## config.mk

```make
export PLATFORM = sky130hd
export DESIGN_NAME = axis_rr_arbiter
export DESIGN_NICKNAME = d
export VERILOG_FILES = /design/src/rtl/axis_arb_pkg.sv /design/src/rtl/axis_rr_pick.sv /design/src/rtl/axis_rr_arbiter.sv
export SDC_FILE = /design/constraint.sdc
export NUM_CORES = 1
export LEC_CHECK = 0
export ABC_AREA = 1
export BUFFER_PORTS_ARGS = -buffer_cell sky130_fd_sc_hd__buf_2
export CAP_MARGIN = 20
export CORE_AREA = 2 2 149 151
export DETAILED_ROUTE_END_ITERATION = 8
export DIE_AREA = 0 0 151 153
export GPL_TIMING_DRIVEN = 0
export SLEW_MARGIN = 10
export SYNTH_ARGS = -nofsm -noshare
export SYNTH_HDL_FRONTEND = slang
export SYNTH_SLANG_ARGS = --single-unit
```

## constraint.sdc

```tcl
create_clock -name ACLK -period 1.67 [get_ports ACLK]
set_clock_uncertainty 0.1 [all_clocks]
set_input_delay 0.0835 -clock ACLK [delete_from_list [all_inputs] [get_ports ACLK]]
set_output_delay 0.0835 -clock ACLK [all_outputs]
set_load 0.02 [all_outputs]
```

## src/rtl/axis_arb_pkg.sv

```systemverilog
// Shared types, default widths and a width helper for the AXI-Stream
// round-robin packet arbiter.
package axis_arb_pkg;

    typedef enum logic {
        IDLE = 1'b0,
        XFER = 1'b1
    } state_e;

    localparam int DEF_T_DATA_W  = 8;
    localparam int DEF_NUM_SRC   = 4;
    localparam int DEF_ID_W      = 2;
    localparam int DEF_MAX_BEATS = 256;

    function automatic int clog2(input int value);
        int r;
        r = 0;
        for (int v = value - 1; v > 0; v = v >> 1) begin
            r++;
        end
        return r;
    endfunction

endpackage

```

## src/rtl/axis_rr_pick.sv

```systemverilog
// Rotating-priority encoder: the first requester after last_gnt_i (wrapping)
// wins, so the most recent winner always has the lowest priority.
module axis_rr_pick
    import axis_arb_pkg::*;
#(
    parameter int NUM_SRC = DEF_NUM_SRC,
    parameter int ID_W    = DEF_ID_W
) (
    input  logic [NUM_SRC-1:0] req_i,
    input  logic [ID_W-1:0]    last_gnt_i,
    output logic [ID_W-1:0]    gnt_o,
    output logic               any_req_o
);

    int   cand;
    logic found;

    always_comb begin
        gnt_o     = '0;
        any_req_o = |req_i;
        found     = 1'b0;
        cand      = 0;
        for (int k = 1; k <= NUM_SRC; k++) begin
            cand = int'(last_gnt_i) + k;
            if (cand >= NUM_SRC) begin
                cand = cand - NUM_SRC;
            end
            if (!found && req_i[cand]) begin
                gnt_o = ID_W'(cand);
                found = 1'b1;
            end
        end
    end

endmodule

```

## src/rtl/axis_rr_arbiter.sv

```systemverilog
// Packet-level round-robin arbiter sharing one AXI-Stream sink among NUM_SRC
// masters; the grant is held until TLAST, and runaway packets are cut.
module axis_rr_arbiter
    import axis_arb_pkg::*;
#(
    parameter int t_data_w  = DEF_T_DATA_W,
    parameter int NUM_SRC   = DEF_NUM_SRC,
    parameter int ID_W      = DEF_ID_W,
    parameter int MAX_BEATS = DEF_MAX_BEATS
) (
    input  logic                          ACLK,
    input  logic                          ARESETn,
    input  logic [NUM_SRC*8*t_data_w-1:0] S_TDATA,
    input  logic [NUM_SRC*t_data_w-1:0]   S_TKEEP,
    input  logic [NUM_SRC-1:0]            S_TLAST,
    input  logic [NUM_SRC-1:0]            S_TVALID,
    output logic [NUM_SRC-1:0]            S_TREADY,
    output logic [8*t_data_w-1:0]         M_TDATA,
    output logic [t_data_w-1:0]           M_TKEEP,
    output logic                          M_TLAST,
    output logic                          M_TVALID,
    input  logic                          M_TREADY,
    output logic [ID_W-1:0]               M_TID,
    output logic                          busy,
    output logic                          trunc_err
);

    localparam int DW = 8 * t_data_w;
    localparam int CW = clog2(MAX_BEATS) + 1;
    localparam logic [CW-1:0] LAST_CNT = CW'(MAX_BEATS - 1);

    state_e          state_q, state_d;
    logic [ID_W-1:0] gnt_q, gnt_d;
    logic [ID_W-1:0] last_gnt_q, last_gnt_d;
    logic [CW-1:0]   beat_cnt_q, beat_cnt_d;
    logic            trunc_err_q, trunc_err_d;

    logic [ID_W-1:0] pick_gnt;
    logic            any_req;
    logic            src_last;
    logic            cap_hit;
    logic            hs;

    axis_rr_pick #(
        .NUM_SRC (NUM_SRC),
        .ID_W    (ID_W)
    ) u_pick (
        .req_i      (S_TVALID),
        .last_gnt_i (last_gnt_q),
        .gnt_o      (pick_gnt),
        .any_req_o  (any_req)
    );

    always_ff @(posedge ACLK or negedge ARESETn) begin
        if (!ARESETn) begin
            state_q     <= IDLE;
            gnt_q       <= '0;
            last_gnt_q  <= ID_W'(NUM_SRC - 1);
            beat_cnt_q  <= '0;
            trunc_err_q <= 1'b0;
        end else begin
            state_q     <= state_d;
            gnt_q       <= gnt_d;
            last_gnt_q  <= last_gnt_d;
            beat_cnt_q  <= beat_cnt_d;
            trunc_err_q <= trunc_err_d;
        end
    end

    always_comb begin
        state_d     = state_q;
        gnt_d       = gnt_q;
        last_gnt_d  = last_gnt_q;
        beat_cnt_d  = beat_cnt_q;
        trunc_err_d = 1'b0;
        M_TDATA     = '0;
        M_TKEEP     = '0;
        M_TLAST     = 1'b0;
        M_TVALID    = 1'b0;
        M_TID       = '0;
        S_TREADY    = '0;
        src_last    = S_TLAST[gnt_q];
        cap_hit     = (beat_cnt_q == LAST_CNT);
        hs          = 1'b0;

        case (state_q)
            IDLE: begin
                if (any_req) begin
                    gnt_d   = pick_gnt;
                    state_d = XFER;
                end
            end
            XFER: begin
                M_TDATA         = S_TDATA[gnt_q*DW +: DW];
                M_TKEEP         = S_TKEEP[gnt_q*t_data_w +: t_data_w];
                M_TLAST         = src_last | cap_hit;
                M_TVALID        = S_TVALID[gnt_q];
                M_TID           = gnt_q;
                S_TREADY[gnt_q] = M_TREADY;
                hs              = M_TVALID & M_TREADY;
                if (hs) begin
                    beat_cnt_d = beat_cnt_q + CW'(1);
                    // Forced end: the source's remaining beats re-arbitrate as a new packet.
                    if (M_TLAST) begin
                        last_gnt_d  = gnt_q;
                        beat_cnt_d  = '0;
                        state_d     = IDLE;
                        trunc_err_d = ~src_last;
                    end
                end
            end
            default: state_d = IDLE;
        endcase
    end

    assign busy      = (state_q == XFER);
    assign trunc_err = trunc_err_q;

endmodule

```

==> results.md <==
- The initial antenna violation count is 6.
- The worst-case setup margin in the final layout is -0.3610 ns.
- The first global-routing pass estimated 34970 um of wire.
- The number of instances in the synthesized netlist is a little under 500.
- At the end of routability-driven placement, the weighted congestion stood at 0.8801.
- The clock tree from TritonCTS is done.
- The count of port buffers added during placement is 380.
- The signed area change from the synthesized netlist to the final layout is 223.1%.
- The core region area is 0.02149 mm2.
- Wires add up to roughly 27000 um.
- For this run, design rule violations remaining after detail routing come to 0.
- The post-route fraction of the period consumed by the critical path is 121.6%.
- For this design the top-level I/O count stands at between 300 and 400.
- Subtracting the final worst setup slack from the clock period gives a little over 2 ns.
- The mean routed wirelength per cell is 21.69 um.
- The final hold violation count is 0.
- The setup path with the least slack is of type flop to primary output.
- The final cell count without fillers is approximately 1.2k.
- Counting flops and latches in the post-synthesis netlist gives 15.
- The power density over cell area is 2145 mW/mm2.
- The clock reaches the later pin of the worst-skew pair after 0.25 ns.
- Setup repair after global routing could not meet its margin everywhere.
- The most used flip-flop cell after synthesis is sky130_fd_sc_hd__dfrtp_1.
- The post-route cell area is ~0.0091 mm2.
- In this run the tightest slew margin relative to its limit is 64.45%.
- STA puts the critical path data required time at around 1.5 ns.
- The die is 153 um tall.
- Adding up every negative setup slack in the final design gives -20.49 ns.
- The class of the tightest hold or removal check is input port to flop.
- The number of cell rows is 54.
- The synthesized netlist occupies a cell area of 0.002828 mm2.
- The leakage dissipation is 4.230 nW.
- The full die area is 0.02310 mm2.
- For the pin with the worst max-slew slack, the measured transition is roughly 0.53 ns.
- The root buffer cell chosen for the clock tree is sky130_fd_sc_hd__clkbuf_16.
- Using the TritonRoute via totals, the vias-per-cell ratio works out to 4.703.
- The flow ran to the end, but the final reports show violations.
- The kind of end point of the critical path is a primary output.
- Once detail routing completed, the nets flagged for antenna violations numbered 0.
- Counting flops with an async set or reset pin after synthesis yields a share of between 90% and 100%.
- The filler cells instantiated in the layout total 2056.
- Across all hold checks on the routed design, the worst slack comes to 0.1143 ns.
- The share of the Yosys chip area taken by registers is 13.36%.
- After legalization and detailed placement, the total HPWL measured 17650 um.
- In the final layout, the multi-input gates occupy between 0.004 and 0.005 mm2.
- Entering global routing, the biggest net connects 16 pins.
- The number of buffers created by CTS is 3.
- The number of placed instances with taps included is about 1.2k.
- Once placement finished, the instance area stood at 0.005554 mm2.
- Data on the critical path arrives at its endpoint at 1.85 ns.
- The number of vias in the routed layout is about 5.8k.
- For this run, the total global-route usage over all layers was measured as 20.12%.
- Yosys mapped the design onto 28 distinct sky130hd cell types.
- The number of nets in the finished design is 1252.
- The count of yosys warnings during synthesis is 0.
- The maximum vdd ir drop is 891.1 uV.
- The critical path launch point type is a flop.
- The maximum clock frequency is between 400 and 500 MHz.
- The depth of the most critical reg-to-reg path is 12.
- The die width is 151 um.
- In this run the number of H-tree levels came out at 1.
- The synthesized design contains 0 enable-type register cells.
- The synthesized area divided by synthesized cell count is 5.701 um2.
- The final number of max-transition violations came to 0.
- The minimum setup slack after placement is -1.140 ns.
- The number of DRC markers after the initial detailed-route iteration is just over 200.
- The tool flagged a number of max-cap violations equal to 0.
- CTS saw 15 sinks.
- The count of TritonRoute iterations in the first routing pass is 4.
- The storage element area is roughly 380 um2.
- Of the cells placed in the final design, the portion with a size suffix greater than 1 is 84.74%.
- The overall overflow remaining after global route is 0.
- Along the worst path, the maximum fanout reaches 2.
- The count of cells along the worst hold path is 4.
- Counting along the longest clock path gives a buffer depth of 2.
- The initial core utilization is roughly an eighth.
- Setup violations remaining at the end of the flow were counted as 87.
- The clock transition at the registers of the reported paths is 0.05 ns.
- The final reports fail on setup timing.
- The net count after synthesis is 797.
- The number of global-route vias before repair came to a little under 6k.
## layer usage
metal | global-route usage [%] | part of all wire (%)
met1 | 25.62 | 39
met2 | 35.82 | 52
met3 | 2.090 | 6.4
met4 | 5.340 | 2.5
met5 | 0 | 0
## kinds of logic after synthesis
| family | Yosys count | synth area share (%) |
|---|---|---|
| buf+inv | 67 | 9.911 |
| fa+ha+maj | 2 | 0.8848 |
| compound gates | 160 | 39.34 |
| flops | 15 | 13.36 |
| xor+xnor | 5 | 1.549 |
| simple gates | 247 | 34.96 |
## cells in the final DEF, fill, tap and decap left out, drive strengths merged
cell type	netlist	routed
buf	26	474
nand2	204	204
a22oi	75	75
a31oi	72	72
inv	26	25
nor2	21	21
clkbuf	15	19
nand3	13	13
dfrtp	13	13
o21ai	10	10
diode	0	5
xor2	5	5
nand4	4	4
ha	2	2
dfstp	2	2
nor3	2	2
o22ai	2	2
nor3b	1	1
nor4	1	1
a21oi	1	1
clkinvlp	0	1
nand3b	1	1
clkinv	0	1
dlygate4sd3	0	1
## per-stage QoR
| stage | util (%) | power (mW) |
|---|---|---|
| finish | 42.53 | 19.60 |
| global route | 42.53 | 20.54 |
| CTS | 37.63 | 17.12 |
| detailed placement | 25.85 | 10.36 |
| global placement | 25.80 | 10.27 |
| floorplan | - | 6.994 |
## cells in the mapped netlist (3+ instances only)
cell,instances,area (um2)
sky130_fd_sc_hd__a22oi_1,73,548.0
sky130_fd_sc_hd__inv_2,6,22.52
sky130_fd_sc_hd__nand4_1,4,25.02
sky130_fd_sc_hd__o21ai_0,3,15.01
sky130_fd_sc_hd__dfrtp_1,13,325.3
sky130_fd_sc_hd__o21ai_1,7,35.03
sky130_fd_sc_hd__xor2_1,5,43.79
sky130_fd_sc_hd__buf_2,17,85.08
sky130_fd_sc_hd__inv_1,20,75.07
sky130_fd_sc_hd__clkbuf_1,15,56.30
sky130_fd_sc_hd__nand3_1,12,60.06
sky130_fd_sc_hd__a31oi_1,72,450.4
sky130_fd_sc_hd__nor2_1,19,71.32
sky130_fd_sc_hd__nand2_1,204,765.7
sky130_fd_sc_hd__buf_1,7,26.28
## final cells by class
| cell class | count | area share, % |
|---|---|---|
| diodes | 5 | 0.1369 |
| plain buffers | 41 | 7.572 |
| clock buffers | 4 | 0.8627 |
| inverters | 26 | 1.424 |
| multi-input cells | 414 | 45.83 |
| flip-flops and latches | 15 | 4.176 |
| well taps | 280 | 3.834 |
| repair buffers | 449 | 35.99 |
| repair inverters | 1 | 0.1780 |
## where the power goes
part | switching [mW] | internal [mW] | total, mW
combinational | 9.43 | 9.01 | 18.4
clock | 0.148 | 0.324 | 0.472
sequential | 0.171 | 0.522 | 0.693
total | 9.75 | 9.85 | 19.6
## worst paths after layout
kind	from	endpoint	slack, ns
max reg2reg	beat_cnt_q[0]$_DFFE_PN0P_	beat_cnt_q[7]$_DFFE_PN0P_	-0.31
min	S_TLAST[1]	trunc_err$_DFF_PN0_	0.11
min reg2reg	last_gnt_q[1]$_DFFE_PN1P_	last_gnt_q[1]$_DFFE_PN1P_	0.43
min in group asynchronous	ARESETn	beat_cnt_q[2]$_DFFE_PN0P_	0.17
max	beat_cnt_q[0]$_DFFE_PN0P_	M_TLAST	-0.36
max in group asynchronous	ARESETn	last_gnt_q[0]$_DFFE_PN1P_	1.00
## worst max-delay path, stage by stage (launching register included)
cell,delay (ns)
sky130_fd_sc_hd__dfrtp_1,0.36
sky130_fd_sc_hd__ha_2,0.20
sky130_fd_sc_hd__inv_2,0.05
sky130_fd_sc_hd__nor3_4,0.14
sky130_fd_sc_hd__nand3_2,0.11
sky130_fd_sc_hd__nor3b_2,0.18
sky130_fd_sc_hd__ha_2,0.21
sky130_fd_sc_hd__inv_2,0.04
sky130_fd_sc_hd__nand3_4,0.09
sky130_fd_sc_hd__nand2_2,0.05
sky130_fd_sc_hd__inv_2,0.05
sky130_fd_sc_hd__buf_6,0.11
## state kept, by name, indices dropped and copies added, names as in the netlist
| register | count |
|---|---|
| beat_cnt_q | 9 |
| busy | 1 |
| gnt_q | 2 |
| last_gnt_q | 2 |
| trunc_err | 1 |
## what timing repair did
item | CTS | global route
cloned | 20 | 5
endpoints found under the setup margin | 87 | 90
endpoints found under the hold margin | 15 | 0
resized for setup | 464 | 227
pin swaps | 58 | 65
hold buffers | 1 | 0
buffers inserted | 37 | 15
Note: power is estimated with default switching activity, not from simulation.
